### src/rtl/uart_pkg.sv
// uart_pkg: shared UART receiver state encoding and default frame/oversample constants.
package uart_pkg;
  typedef enum logic [2:0] {IDLE, START, DATA, PARITY, STOP, BREAK} rx_state_t;
  localparam int DEF_DATA_BITS  = 8;
  localparam int DEF_OVERSAMPLE = 16;
endpackage

### src/rtl/uart_rx_sync.sv
// uart_rx_sync: STAGES-deep synchroniser for an idle-high async input, resetting to 1.
module uart_rx_sync #(
  parameter int STAGES = 2
) (
  input  logic clk,
  input  logic rst,
  input  logic i_d,
  output logic o_q
);
  logic [STAGES-1:0] r_sync;
  always_ff @(posedge clk) begin
    if (rst) r_sync <= '1;
    else     r_sync <= {r_sync[STAGES-2:0], i_d};
  end
  assign o_q = r_sync[STAGES-1];
endmodule

### src/rtl/uart_rx_oversampled.sv
// uart_rx_oversampled: 16x-oversampled UART receiver with mid-bit sampling and 1-cycle result pulses.
// Define UART_RX_PARITY_EN to add a parity bit after the data bits (sense set by PARITY_ODD).
module uart_rx_oversampled
  import uart_pkg::*;
#(
  parameter int DATA_BITS   = DEF_DATA_BITS,
  parameter int OVERSAMPLE  = DEF_OVERSAMPLE,
  parameter int SYNC_STAGES = 2,
  parameter bit PARITY_ODD  = 1'b0
) (
  input  logic                 clk,
  input  logic                 rst,
  input  logic                 rxClk,
  input  logic                 rx,
  output logic [DATA_BITS-1:0] dataOut,
  output logic                 dataValid,
  output logic                 frameError,
  output logic                 parityError,
  output logic                 busy
);
  localparam int TW = $clog2(OVERSAMPLE);
  localparam int BW = $clog2(DATA_BITS + 1);
  localparam logic [TW-1:0] HALF = TW'(OVERSAMPLE / 2 - 1);
  localparam logic [TW-1:0] FULL = TW'(OVERSAMPLE - 1);
  localparam logic [BW-1:0] LAST = BW'(DATA_BITS - 1);
  rx_state_t r_state, w_state;
  logic [TW-1:0] r_tick_cnt, w_tick_cnt;
  logic [BW-1:0] r_bit_cnt, w_bit_cnt;
  logic [DATA_BITS-1:0] r_shreg, w_shreg, r_data, w_data;
  logic r_valid, w_valid, r_ferr, w_ferr, r_perr, w_perr;
  logic r_rxclk_q, w_tick, w_rxs, w_par_ok;
`ifdef UART_RX_PARITY_EN
  localparam rx_state_t AFTER_DATA = PARITY;
  logic r_par, w_par;
  assign w_par_ok = r_par == (^r_shreg ^ PARITY_ODD);
`else
  localparam rx_state_t AFTER_DATA = STOP;
  assign w_par_ok = 1'b1 | PARITY_ODD;
`endif
  uart_rx_sync #(.STAGES(SYNC_STAGES)) u_sync (.clk(clk), .rst(rst), .i_d(rx), .o_q(w_rxs));
  assign w_tick = rxClk & ~r_rxclk_q;
  // After START, every later state samples one full bit period after the previous mid-bit.
  always_comb begin
    w_state    = r_state;
    w_tick_cnt = r_tick_cnt;
    w_bit_cnt  = r_bit_cnt;
    w_shreg    = r_shreg;
    w_data     = r_data;
    w_valid    = 1'b0;
    w_ferr     = 1'b0;
    w_perr     = 1'b0;
`ifdef UART_RX_PARITY_EN
    w_par      = r_par;
`endif
    if (w_tick) begin
      case (r_state)
        IDLE: begin
          w_state    = w_rxs ? IDLE : START;
          w_tick_cnt = '0;
        end
        START: begin
          w_tick_cnt = (r_tick_cnt == HALF) ? '0 : r_tick_cnt + 1'b1;
          w_bit_cnt  = '0;
          if (r_tick_cnt == HALF) w_state = w_rxs ? IDLE : DATA;
        end
        DATA: begin
          w_tick_cnt = (r_tick_cnt == FULL) ? '0 : r_tick_cnt + 1'b1;
          if (r_tick_cnt == FULL) begin
            w_shreg   = {w_rxs, r_shreg[DATA_BITS-1:1]};
            w_bit_cnt = r_bit_cnt + 1'b1;
            w_state   = (r_bit_cnt == LAST) ? AFTER_DATA : DATA;
          end
        end
`ifdef UART_RX_PARITY_EN
        PARITY: begin
          w_tick_cnt = (r_tick_cnt == FULL) ? '0 : r_tick_cnt + 1'b1;
          if (r_tick_cnt == FULL) begin
            w_par   = w_rxs;
            w_state = STOP;
          end
        end
`endif
        STOP: begin
          w_tick_cnt = (r_tick_cnt == FULL) ? '0 : r_tick_cnt + 1'b1;
          if (r_tick_cnt == FULL) begin
            w_ferr  = ~w_rxs;
            w_perr  = w_rxs & ~w_par_ok;
            w_valid = w_rxs & w_par_ok;
            w_data  = (w_rxs & w_par_ok) ? r_shreg : r_data;
            w_state = w_rxs ? IDLE : BREAK;
          end
        end
        BREAK: w_state = w_rxs ? IDLE : BREAK;
        default: w_state = IDLE;
      endcase
    end
  end
  always_ff @(posedge clk) begin
    if (rst) begin
      r_state    <= IDLE;
      r_tick_cnt <= '0;
      r_bit_cnt  <= '0;
      r_shreg    <= '0;
      r_data     <= '0;
      r_valid    <= 1'b0;
      r_ferr     <= 1'b0;
      r_perr     <= 1'b0;
      r_rxclk_q  <= 1'b0;
`ifdef UART_RX_PARITY_EN
      r_par      <= 1'b0;
`endif
    end else begin
      r_state    <= w_state;
      r_tick_cnt <= w_tick_cnt;
      r_bit_cnt  <= w_bit_cnt;
      r_shreg    <= w_shreg;
      r_data     <= w_data;
      r_valid    <= w_valid;
      r_ferr     <= w_ferr;
      r_perr     <= w_perr;
      r_rxclk_q  <= rxClk;
`ifdef UART_RX_PARITY_EN
      r_par      <= w_par;
`endif
    end
  end
  assign dataOut     = r_data;
  assign dataValid   = r_valid;
  assign frameError  = r_ferr;
  assign parityError = r_perr;
  assign busy        = r_state != IDLE;
endmodule

### config.mk
export PLATFORM = sky130hd
export DESIGN_NAME = uart_rx_oversampled
export DESIGN_NICKNAME = d
export VERILOG_FILES = /design/src/rtl/uart_pkg.sv /design/src/rtl/uart_rx_sync.sv /design/src/rtl/uart_rx_oversampled.sv
export SDC_FILE = /design/constraint.sdc
export NUM_CORES = 1
export LEC_CHECK = 0
export BUFFER_PORTS_ARGS = -buffer_cell sky130_fd_sc_hd__buf_2
export CORE_ASPECT_RATIO = 0.7
export CORE_UTILIZATION = 55
export CTS_BUF_LIST = sky130_fd_sc_hd__clkbuf_8
export CTS_CLUSTER_DIAMETER = 150
export DETAILED_ROUTE_END_ITERATION = 12
export PLACE_DENSITY = 0.76
export SYNTH_ARGS = -nofsm -noshare
export SYNTH_HDL_FRONTEND = slang
export SYNTH_SLANG_ARGS = --single-unit
### constraint.sdc
create_clock -name clk -period 3.6 [get_ports clk]
set_input_delay 0.54 -clock clk [delete_from_list [all_inputs] [get_ports clk]]
set_output_delay 0.54 -clock clk [all_outputs]
set_load 0.02 [all_outputs]
==> results.toml <==
[drt]
drtAntennaViolNets = 0
num_vias = 1128
first_pass_iters = 4
drc = 0
routed_wl_um = 2660
avgViaCountPerCell = 5.70
drt-wirelength-per-cell_um = 13.4
first_iter_violations = 60

[placement]
gp_congestion = 0.802
dp_hpwl_um = 1840
portBuffers = 14
dp_cells = 191

[final_layout]
area_delta_synth_final_pct = 9.00
diodes = 0
nFillCells = 230
nets = 170
drive_above_1_share_pct = 13.4
stdcell_count = 198

[synth]
synth-edff-count = 0
async_reset_ff_share_pct = 0
syn_inst = 155
syn_area_mm2 = 0.00143
ys.flop_type = "dfxtp_1"
avgSynthCellArea_um2 = 9.24
synth_cell_types = 40
syn_nets = 161
ys.warnings.count = 0
yosysSeqAreaShare_pct = 44.7
synth-seq-cells = 32

[worst_setup_path]
ff2ff_path_depth = 4
cp-end-kind = "flip-flop"
crit_type = "flip-flop to flip-flop"
path_cells = "nor3b_1 > nand3_1 > mux2i_1 > nor2_1"
worstReg2RegEnd = "r_shreg[3]"
slowest_delay_ns = 0.61
crit_arrival_ns = 2.14
cpMaxStageDelayCell = "dfxtp_1"
timing.rr.start = "r_state[1]"
crit_fanout = 16
endpoint = "r_shreg[3]"
start_kind = "flip-flop"
crit_start = "r_state[1]"
crit_required_ns = 3.75
ff2ff_setup_slack_ns = 1.61

[timing]
finalSetupTns_ns = 0
finClkSkew_ns = 0.00912
max_freq_ghz = 0.502
fin_crit_ns = 1.99
finalSetupViolCount = 0
fin_crit_sh_pct = 55.3
worstMarginPinSlew_ns = 0.587
holdWs_ns = 0.418
hold_viol_final = 0
rsz0062_at_grt = "no"
report.final.slew_viol_count = 0
relSlewSlack_pct = 60.8

[status]
status = "finished clean"

[global_route]
antenna_found_initial = 0
gr-total-overflow = 0
grt_pass1_vias = 1037
grt_pass1_wl_um = 4460
grt_max_degree = 36
grt.total_usage_pct = 22.1

[floorplanning]
die_w_um = 63
start_util_pct = 58.3
dieArea_mm2 = 0.00282
rows = 15
pin_count = 16
die_h_um = 44.7
core_area_mm2 = 0.00246

[power]
finalPower_mw = 0.633
p_per_area_mw_per_mm2 = 405
p_leak_nw = 0.711
vdd_drop_max_mv = 0.285

[cts]
root_buffer = "clkbuf_8"
clk_latency_ns = 0.29
hold_buffers = 0
cts_sinks = 32
numCtsBuffers = 5
postCtsSetupBuffers = 0
cts.path.max_buffers = 2
clk_pin_slew_worst_paths_ns = 0.06
cts_tree = "built"
htree_levels = 2
cts_resized = 0

[job]
drv_cap = 0

[min_path]
hold_path.class = "flip-flop to flip-flop"
## flip-flops by register name, summed over array words and instances, names as in the netlist
signal / flops
dataOut: 8
r_rxclk_q: 1
frameError: 1
r_tick_cnt: 4
r_bit_cnt: 4
u_sync.r_sync: 2
dataValid: 1
r_shreg: 8
r_state: 3
## metrics by stage
| stage | setup slack (ns) | instance area [µm²] | utilization (%) |
|---|---|---|---|
| 4_1_cts | 1.61 | 1560 | 63.5 |
| 5_1_grt | 1.38 | 1560 | 63.5 |
| 3_3_place_gp | 1.62 | 1480 | 60.4 |
| 3_5_place_dp | 1.54 | 1480 | 60.4 |
| 2_1_floorplan | 1.86 | 1430 | - |
| 6_report | 1.61 | 1560 | 63.5 |
## cell type report
class / count / area, µm² / area share (%)
multi-input cells: 111 / 731 / 46.8
flip-flops and latches: 32 / 641 / 41.0
well taps: 34 / 42.5 / 2.72
clock buffers: 5 / 68.8 / 4.41
repair buffers: 14 / 70.1 / 4.49
clock inverters: 2 / 8.76 / 0.561
## routing by layer
| layer | global-route usage (%) | wire, µm |
|---|---|---|
| met1 | 26.1 | 1210 |
| met2 | 32.9 | 1230 |
| met3 | 6.82 | 171 |
| met4 | 21.4 | 42 |
| met5 | 0 | 0 |
## logic make-up (layout without fill, tap and decap cells)
| family | Yosys count | after routing | synth area share, % |
|---|---|---|---|
| simple gates | 69 | 69 | 26.5 |
| flops | 32 | 32 | 44.7 |
| compound gates | 18 | 18 | 8.03 |
| mux | 18 | 18 | 12.7 |
| buf+inv | 12 | 21 | 4.28 |
| xor+xnor | 3 | 3 | 1.83 |
| fa+ha+maj | 2 | 2 | 1.75 |
| other cells | 1 | 1 | 0.262 |
## worst max-delay path, delay by kind of cell, from the launching register on
| kind | cells | cell delay, ns |
|---|---|---|
| mux | 1 | 0.31 |
| simple gates | 3 | 0.93 |
| flops | 1 | 0.61 |
## power by group
| part | leakage, nW | switching (mW) | internal (mW) |
|---|---|---|---|
| sequential | 0.258 | 0.00248 | 0.356 |
| combinational | 0.407 | 0.0151 | 0.00679 |
| clock | 0.0452 | 0.124 | 0.128 |
## cells in the final DEF, fill, tap and decap left out, types with 2 or more instances in the layout
| cell | synthesis | routed |
|---|---|---|
| a211oi_1 | 2 | 2 |
| a21oi_1 | 6 | 6 |
| a31oi_1 | 2 | 2 |
| and3_1 | 2 | 2 |
| buf_2 | 4 | 14 |
| clkbuf_8 | 0 | 5 |
| dfxtp_1 | 32 | 32 |
| ha_1 | 2 | 2 |
| mux2i_1 | 17 | 17 |
| nand2_1 | 8 | 8 |
| nand2b_1 | 4 | 4 |
| nand3_1 | 6 | 6 |
| nand3b_1 | 4 | 4 |
| nand4_1 | 4 | 4 |
| nand4b_1 | 3 | 3 |
| nor2_1 | 19 | 19 |
| nor2b_1 | 4 | 4 |
| nor3_1 | 3 | 3 |
| nor4_1 | 2 | 2 |
| or2_1 | 3 | 3 |
| or3_1 | 2 | 2 |
| xor2_1 | 2 | 2 |
## worst min path at each step
stage,cells after the start,start,slack [ns],to
after floorplan,1,u_sync.r_sync[0],0.38,u_sync.r_sync[1]
after global placement,1,u_sync.r_sync[0],0.39,u_sync.r_sync[1]
after detailed placement,1,u_sync.r_sync[0],0.41,u_sync.r_sync[1]
after CTS,1,u_sync.r_sync[0],0.42,u_sync.r_sync[1]
after global routing,2,rx,0.43,u_sync.r_sync[0]
final,1,u_sync.r_sync[0],0.42,u_sync.r_sync[1]
## Yosys cell counts, drive strengths merged (2+ instances only)
master  instances  area share, %
nand4b          3            1.8
xor2            2            1.2
dfxtp          32             45
ha              2            1.7
nand2b          4            1.7
or2             3            1.3
nand2           8            2.1
a31oi           2           0.87
or3             2           0.87
nor3            4            1.7
o21ai           2           0.70
nand3b          4            2.1
and3            2           0.87
nand3           6            2.1
nor2           19            5.0
nor2b           4            1.7
nand4           4            1.7
mux2i          17             12
buf             6            2.7
a21oi           7            2.7
a211oi          2            1.0
nor4            2           0.87
clkbuf          6            1.6
No activity file was read; power rests on OpenSTA's default activity.
